File: src/rtl/mem_wb_elastic_pkg.sv
// Shared types and helpers for the MEM->WB elastic pipeline register.
// Holds the default bus widths, the occupancy encoding and the x0 write guard.
package mem_wb_elastic_pkg;

   localparam int REG_BUS      = 32;
   localparam int REG_ADDR_BUS = 5;
   localparam logic [4:0] ZERO_REG = 5'b00000;

   // Encoding is {skid_valid, out_valid}; 2'b10 is unreachable.
   typedef enum logic [1:0] {
      ST_EMPTY = 2'b00,
      ST_ONE   = 2'b01,
      ST_FULL  = 2'b11
   } wb_state_e;

   function automatic logic guard_write(input logic write,
                                        input logic addr_is_zero,
                                        input logic zero_guard);
      return write & ~(zero_guard & addr_is_zero);
   endfunction

endpackage

File: src/rtl/mem_wb_elastic.sv
// MEM->WB pipeline register with valid/ready handshake, 2-entry skid buffer and flush.
// mem_ready is driven from state only, so WB back-pressure never reaches MEM combinationally.
module mem_wb_elastic
   import mem_wb_elastic_pkg::*;
#(
   parameter int DATA_WIDTH = REG_BUS,
   parameter int ADDR_WIDTH = REG_ADDR_BUS,
   parameter bit ZERO_GUARD = 1'b1
) (
   input  logic                  clock,
   input  logic                  reset,
   input  logic                  flush,
   input  logic                  mem_valid,
   output logic                  mem_ready,
   input  logic                  mem_write,
   input  logic [ADDR_WIDTH-1:0] mem_write_address,
   input  logic [DATA_WIDTH-1:0] mem_write_data,
   output logic                  wb_valid,
   input  logic                  wb_ready,
   output logic                  wb_write,
   output logic [ADDR_WIDTH-1:0] wb_write_address,
   output logic [DATA_WIDTH-1:0] wb_write_data
);

   wb_state_e             state_r;
   wb_state_e             state_nxt_s;
   logic                  out_write_r;
   logic [ADDR_WIDTH-1:0] out_addr_r;
   logic [DATA_WIDTH-1:0] out_data_r;
   logic                  skid_write_r;
   logic [ADDR_WIDTH-1:0] skid_addr_r;
   logic [DATA_WIDTH-1:0] skid_data_r;
   logic                  out_write_nxt_s;
   logic [ADDR_WIDTH-1:0] out_addr_nxt_s;
   logic [DATA_WIDTH-1:0] out_data_nxt_s;
   logic                  skid_write_nxt_s;
   logic [ADDR_WIDTH-1:0] skid_addr_nxt_s;
   logic [DATA_WIDTH-1:0] skid_data_nxt_s;
   logic                  cap_write_s;
   logic                  acc_s;
   logic                  take_s;

   assign wb_valid         = state_r[0];
   assign mem_ready        = ~state_r[1];
   assign wb_write         = out_write_r & state_r[0];
   assign wb_write_address = out_addr_r;
   assign wb_write_data    = out_data_r;

   assign acc_s       = mem_valid & mem_ready;
   assign take_s      = wb_valid & wb_ready;
   assign cap_write_s = guard_write(mem_write,
                                    (mem_write_address == {ADDR_WIDTH{1'b0}}),
                                    ZERO_GUARD);

   // Next occupancy state and next contents of the output and skid slots.
   always_comb begin
      state_nxt_s      = state_r;
      out_write_nxt_s  = out_write_r;
      out_addr_nxt_s   = out_addr_r;
      out_data_nxt_s   = out_data_r;
      skid_write_nxt_s = skid_write_r;
      skid_addr_nxt_s  = skid_addr_r;
      skid_data_nxt_s  = skid_data_r;
      case (state_r)
         ST_EMPTY: begin
            if (acc_s) begin
               out_write_nxt_s = cap_write_s;
               out_addr_nxt_s  = mem_write_address;
               out_data_nxt_s  = mem_write_data;
               state_nxt_s     = ST_ONE;
            end else begin
               state_nxt_s = ST_EMPTY;
            end
         end
         ST_ONE: begin
            if (acc_s && take_s) begin
               out_write_nxt_s = cap_write_s;
               out_addr_nxt_s  = mem_write_address;
               out_data_nxt_s  = mem_write_data;
               state_nxt_s     = ST_ONE;
            end else if (acc_s) begin
               skid_write_nxt_s = cap_write_s;
               skid_addr_nxt_s  = mem_write_address;
               skid_data_nxt_s  = mem_write_data;
               state_nxt_s      = ST_FULL;
            end else if (take_s) begin
               state_nxt_s = ST_EMPTY;
            end else begin
               state_nxt_s = ST_ONE;
            end
         end
         ST_FULL: begin
            if (take_s) begin
               out_write_nxt_s = skid_write_r;
               out_addr_nxt_s  = skid_addr_r;
               out_data_nxt_s  = skid_data_r;
               state_nxt_s     = ST_ONE;
            end else begin
               state_nxt_s = ST_FULL;
            end
         end
         default: begin
            state_nxt_s = ST_EMPTY;
         end
      endcase
   end

   // State and payload registers; flush drops entries but leaves payload bits alone.
   always_ff @(posedge clock) begin
      if (reset) begin
         state_r      <= ST_EMPTY;
         out_write_r  <= 1'b0;
         out_addr_r   <= {ADDR_WIDTH{1'b0}};
         out_data_r   <= {DATA_WIDTH{1'b0}};
         skid_write_r <= 1'b0;
         skid_addr_r  <= {ADDR_WIDTH{1'b0}};
         skid_data_r  <= {DATA_WIDTH{1'b0}};
      end else if (flush) begin
         state_r <= ST_EMPTY;
      end else begin
         state_r      <= state_nxt_s;
         out_write_r  <= out_write_nxt_s;
         out_addr_r   <= out_addr_nxt_s;
         out_data_r   <= out_data_nxt_s;
         skid_write_r <= skid_write_nxt_s;
         skid_addr_r  <= skid_addr_nxt_s;
         skid_data_r  <= skid_data_nxt_s;
      end
   end

endmodule

File: config.mk
export PLATFORM = sky130hd
export DESIGN_NAME = mem_wb_elastic
export DESIGN_NICKNAME = d
export VERILOG_FILES = /design/src/rtl/mem_wb_elastic_pkg.sv /design/src/rtl/mem_wb_elastic.sv
export SDC_FILE = /design/constraint.sdc
export NUM_CORES = 1
export LEC_CHECK = 0
export BUFFER_PORTS_ARGS = -buffer_cell sky130_fd_sc_hd__buf_2
export CAP_MARGIN = 25
export CORE_MARGIN = 1
export CORE_UTILIZATION = 55
export CTS_BUF_LIST = sky130_fd_sc_hd__clkbuf_8
export DETAILED_ROUTE_END_ITERATION = 10
export PLACE_DENSITY = 0.92
export SYNTH_ARGS = -nofsm -noshare
export SYNTH_HDL_FRONTEND = slang
export SYNTH_SLANG_ARGS = --single-unit
File: constraint.sdc
create_clock -name clock -period 2.5 [get_ports clock]
set_clock_uncertainty 0.1 [all_clocks]
set_input_delay 0.375 -clock clock [delete_from_list [all_inputs] [get_ports clock]]
set_output_delay 0.375 -clock clock [all_outputs]
set_load 0.05 [all_outputs]
* Word level (Yosys, flattened, before mapping)
Cells that the tools add are included.
Storage, ports and cells: register bits after elaboration 78, input port bits 43
Cells by class: bitwise gates (word level) 8, reduce and logical (&&, ||, !) cells 7, muxes and demuxes 18, equality and inequality tests 5
Operators by type and width (number):
- 2-to-1 mux 32 bit | 3
- one-hot mux 32 bit (3 select lines) | 1
- 2-to-1 mux 5 bit | 3
- one-hot mux 5 bit (3 select lines) | 1
- 2-to-1 mux 2 bit | 3
- != test 2 bit (second input constant) | 3
- one-hot mux 2 bit (3 select lines) | 1
- logical NOT 5 bit | 1
- 2-to-1 mux 1 bit | 5
- AND reduction 5 bit | 1
- bitwise AND 1 bit | 4
- NOT 1 bit | 4
- AND reduction 4 bit | 1
- one-hot mux 1 bit (3 select lines) | 1
- nonzero test 3 bit | 1
- equality test 2 x 1 -> 1 bit (second input constant) | 1
- equality test 2 bit (second input constant) | 1
- logical NOT 2 bit | 1
- OR reduction 2 bit | 1
- logical AND 1 bit | 1

* Logic depth before layout (Yosys ltp)
word-level depth 5, depth in mapped cells 7, mapped depth without buffers 3

* Least setup slack after synthesis
OpenSTA, ideal clock, no wires.
kind register to output, start reg state_r[0], end out wb_write, data required time 2.025 ns, cell stages (with the launch flop) 4, path slack 0.425 ns, data arrival time 1.600 ns, path through dfxtp_1 > buf_2 > clkbuf_1 > and2_1
On the way: word-level cells in the longest chain between the ends 1
Ends and longest elaborated chain:
- from (decl) | line mem_wb_elastic.sv:25 | wb_state_e state_r;
- from (signal assigned) | line mem_wb_elastic.sv:121 | state_r <= state_nxt_s;
- bitwise AND 1 bit | line mem_wb_elastic.sv:45 | assign wb_write = out_write_r & state_r[0];
- to (decl) | line mem_wb_elastic.sv:20 | output logic wb_write,
Every way passes these cells.

* Final worst setup path
start reg state_r[0], end reg skid_addr_r[3]
On the way: word-level cells in the longest chain between the ends 4
Ends and longest elaborated chain:
- bitwise AND 1 bit | line mem_wb_elastic.sv:50 | assign take_s = wb_valid & wb_ready;
- logical AND 1 bit | line mem_wb_elastic.sv:76 | if (acc_s && take_s) begin
- NOT 1 bit (no source line)
- AND reduction 4 bit (no source line) (*)
- to (signal assigned) | line mem_wb_elastic.sv:116 | skid_addr_r <= {ADDR_WIDTH{1'b0}};
- to (signal assigned) | line mem_wb_elastic.sv:126 | skid_addr_r <= skid_addr_nxt_s;
- to (decl) | line mem_wb_elastic.sv:31 | logic [ADDR_WIDTH-1:0] skid_addr_r;
Mark *: on every way between the ends. The rest lies on a longest branch, timed or not. A chain may end at the register's enable or synchronous reset.

==> impl_metrics.csv <==
group,metric,value,unit
global_route,grt_pass1_wl,16210,µm
route,routed_via_density,6.680,
synthesis,postSynthRegisterBits,78,
power_and_ir_drop,report.power.total,2.808,mW
clock_network,hold_buffers,0,
global_route,grt_max_degree,43,
synthesis,ys_seq_area_share,42.67,%
global_route,overflow,0,
worst_setup_path,crit_path_start_kind,"register",
sta,hold_violations,0,
clock_network,clockBufferDepth,2,
floorplanning,die_area,6984,µm²
flow_run,cap_violations,0,
clock_network,cts_resized,0,
layout,fillerInstances,527,
clock_network,clk_latency,0.34,ns
worst_setup_path,crit_path_max_fanout,17,
synthesis,ys_async_sr_fraction,0,%
clock_network,clkSlewWorstSetupHoldPaths,0.08,ns
global_route,grt_pass1_vias,3377,
sta,drv_slew,0,
synthesis,ys_warn_count,0,
worst_hold_path,hold_class,"primary input to register",
global_route,gr-usage-all-layers,28.35,%
layout,finalNetCount,514,
worst_setup_path,crit_type,"register to register",
route,routedWlPerCell,18.07,µm
layout,area_delta_synth_final,16.62,%
layout,diodes,0,
route,first_pass_iters,5,
place,place.port_buffers,82,
sta,setup_viol,0,
place,dp_hpwl,6200,µm
floorplanning,num_rows,29,
worst_setup_path,cp.required,2.60,ns
sta,max_slew_margin,41.41,%
route,drtAntennaViolNets,0,
synthesis,ys.flop_type,"dfxtp_1",
sta,holdWs,0.1804,ns
route,vias,3694,
power_and_ir_drop,powerDensity,657.9,nW/µm²
floorplanning,coreArea,6386,µm²
floorplanning,start_util,57.31,%
worst_setup_path,cp-end-kind,"register",
layout,drive_gt1_share,29.62,%
route,drtIter0Drc,264,
global_route,grt_antenna_before_repair,0,
sta,tns,0,ns
layout,final_area,4268,µm²
clock_network,clock_sinks,78,
power_and_ir_drop,vdd_drop_max,400.1,µV
synthesis,synth_edf_count,0,
floorplanning,chipHeight,83.57,µm
clock_network,h-tree-depth,3,
sta,min_period,2.166,ns
route,drc,0,
synthesis,netlist_area,3660,µm²
worst_setup_path,crit_arrival,2.26,ns
synthesis,syn_area_per_cell,8.693,µm²
sta,rsz0062_at_grt,"false",
sta,fmax,461.7,MHz
outcome,status,"complete, no violations",
floorplanning,io_pins,83,
sta,tightest_slew,0.8788,ns
sta,finalCritPeriodShare,86.64,%
place,gp_congestion,0.8094,
clock_network,cts_tree,"done",
clock_network,clockRootBuffer,"clkbuf_8",
route,wirelength,9990,µm
clock_network,cts_setup_buffers,0,
synthesis,synth_cells,421,
synthesis,synth.distinct_cells,28,
power_and_ir_drop,power.leakage,1.563,nW
synthesis,syn-num-nets,464,
floorplanning,die_w,83.57,µm
place,postPlaceCellArea,4048,µm²
clock_network,cts_made_buffers,9,
[worst paths after layout]
path,from,end,slack (ns),cells after the start
setup / recovery,state_r[0],skid_addr_r[3],0.33,4
hold / removal,mem_write_data[20],skid_data_r[20],0.18,3
hold reg to reg,skid_data_r[17],skid_data_r[17],0.38,2
setup reg to reg,state_r[0],skid_addr_r[3],0.33,4
[registers in the layout, summed over array words and instances, names as in the netlist]
register / flops
out_write_r: 1
skid_addr_r: 5
skid_data_r: 32
skid_write_r: 1
state_r: 2
wb_write_address: 5
wb_write_data: 32
[layout by cell type (no fill, tap or decap), types with 2 or more instances in the layout]
cell type   n
buf_2      82
dfxtp_1    76
nand3_1    75
nand2_1    38
a41oi_1    38
o21ai_0    38
a21oi_1    37
a311oi_2   20
a311oi_1   18
buf_4      16
clkbuf_8   13
inv_1       2
nand2b_2    2
nand2b_1    2
dfxtp_2     2
[cell type report]
type / count / area [µm²] / area share [%]
Multi-Input combinational cell: 281 / 1829 / 42.86
Sequential cell: 78 / 1564 / 36.65
Timing Repair Buffer: 99 / 550.5 / 12.90
Clock buffer: 13 / 178.9 / 4.192
Tap cell: 77 / 96.34 / 2.257
Clock inverter: 3 / 41.29 / 0.9675
Inverter: 2 / 7.507 / 0.1759
[metal layers]
metal	GRT usage (%)	up-vias	part of all wire (%)
li1	-	1708	-
met4	9.245	0	0.95
met5	0	-	0
met2	46.86	215	49
met1	36.93	1760	40
met3	5.935	11	9.4
[report_power, final]
part	internal [mW]	switching, mW	leakage (nW)
sequential	1.29	0.0297	0.637
clock	0.568	0.451	0.113
combinational	0.138	0.332	0.813
total	2.00	0.812	1.56
[cells by family after synthesis]
| family | synth area share [%] |
|---|---|
| AOI/OAI and AO/OA | 32.51 |
| and+or+nand+nor | 16.92 |
| DFF | 42.67 |
| buffers and inverters | 7.897 |
[Yosys cell counts, types with 2 or more instances]
cell | count | share of area (%)
o21ai_0 | 38 | 5.2
a311oi_1 | 18 | 4.3
a311oi_2 | 20 | 8.2
dfxtp_1 | 78 | 43
buf_2 | 15 | 2.1
nand2_1 | 38 | 3.9
nand3_1 | 75 | 10
clkbuf_1 | 38 | 3.9
inv_1 | 2 | 0.21
buf_4 | 2 | 0.41
nand2b_1 | 4 | 0.68
buf_6 | 4 | 1.2
a41oi_1 | 38 | 9.1
a21oi_1 | 37 | 5.1
[stage by stage]
step / worst slack (ns) / utilization, % / std cells
after floorplan: 0.4255 / - / 421
after global placement: 0.5480 / 63.38 / 537
after detailed placement: 0.4583 / 63.38 / 537
after CTS: 0.4242 / 66.83 / 553
after global routing: 0.3062 / 66.83 / 553
final: 0.3341 / 66.83 / 553
[worst max-delay path, stage by stage (launching register included)]
cell and delay, ns:
dfxtp_2 0.54, nand4bb_1 0.60, buf_4 0.42, o21ai_0 0.25, a21oi_1 0.11
(Power assumes the default switching activity.)
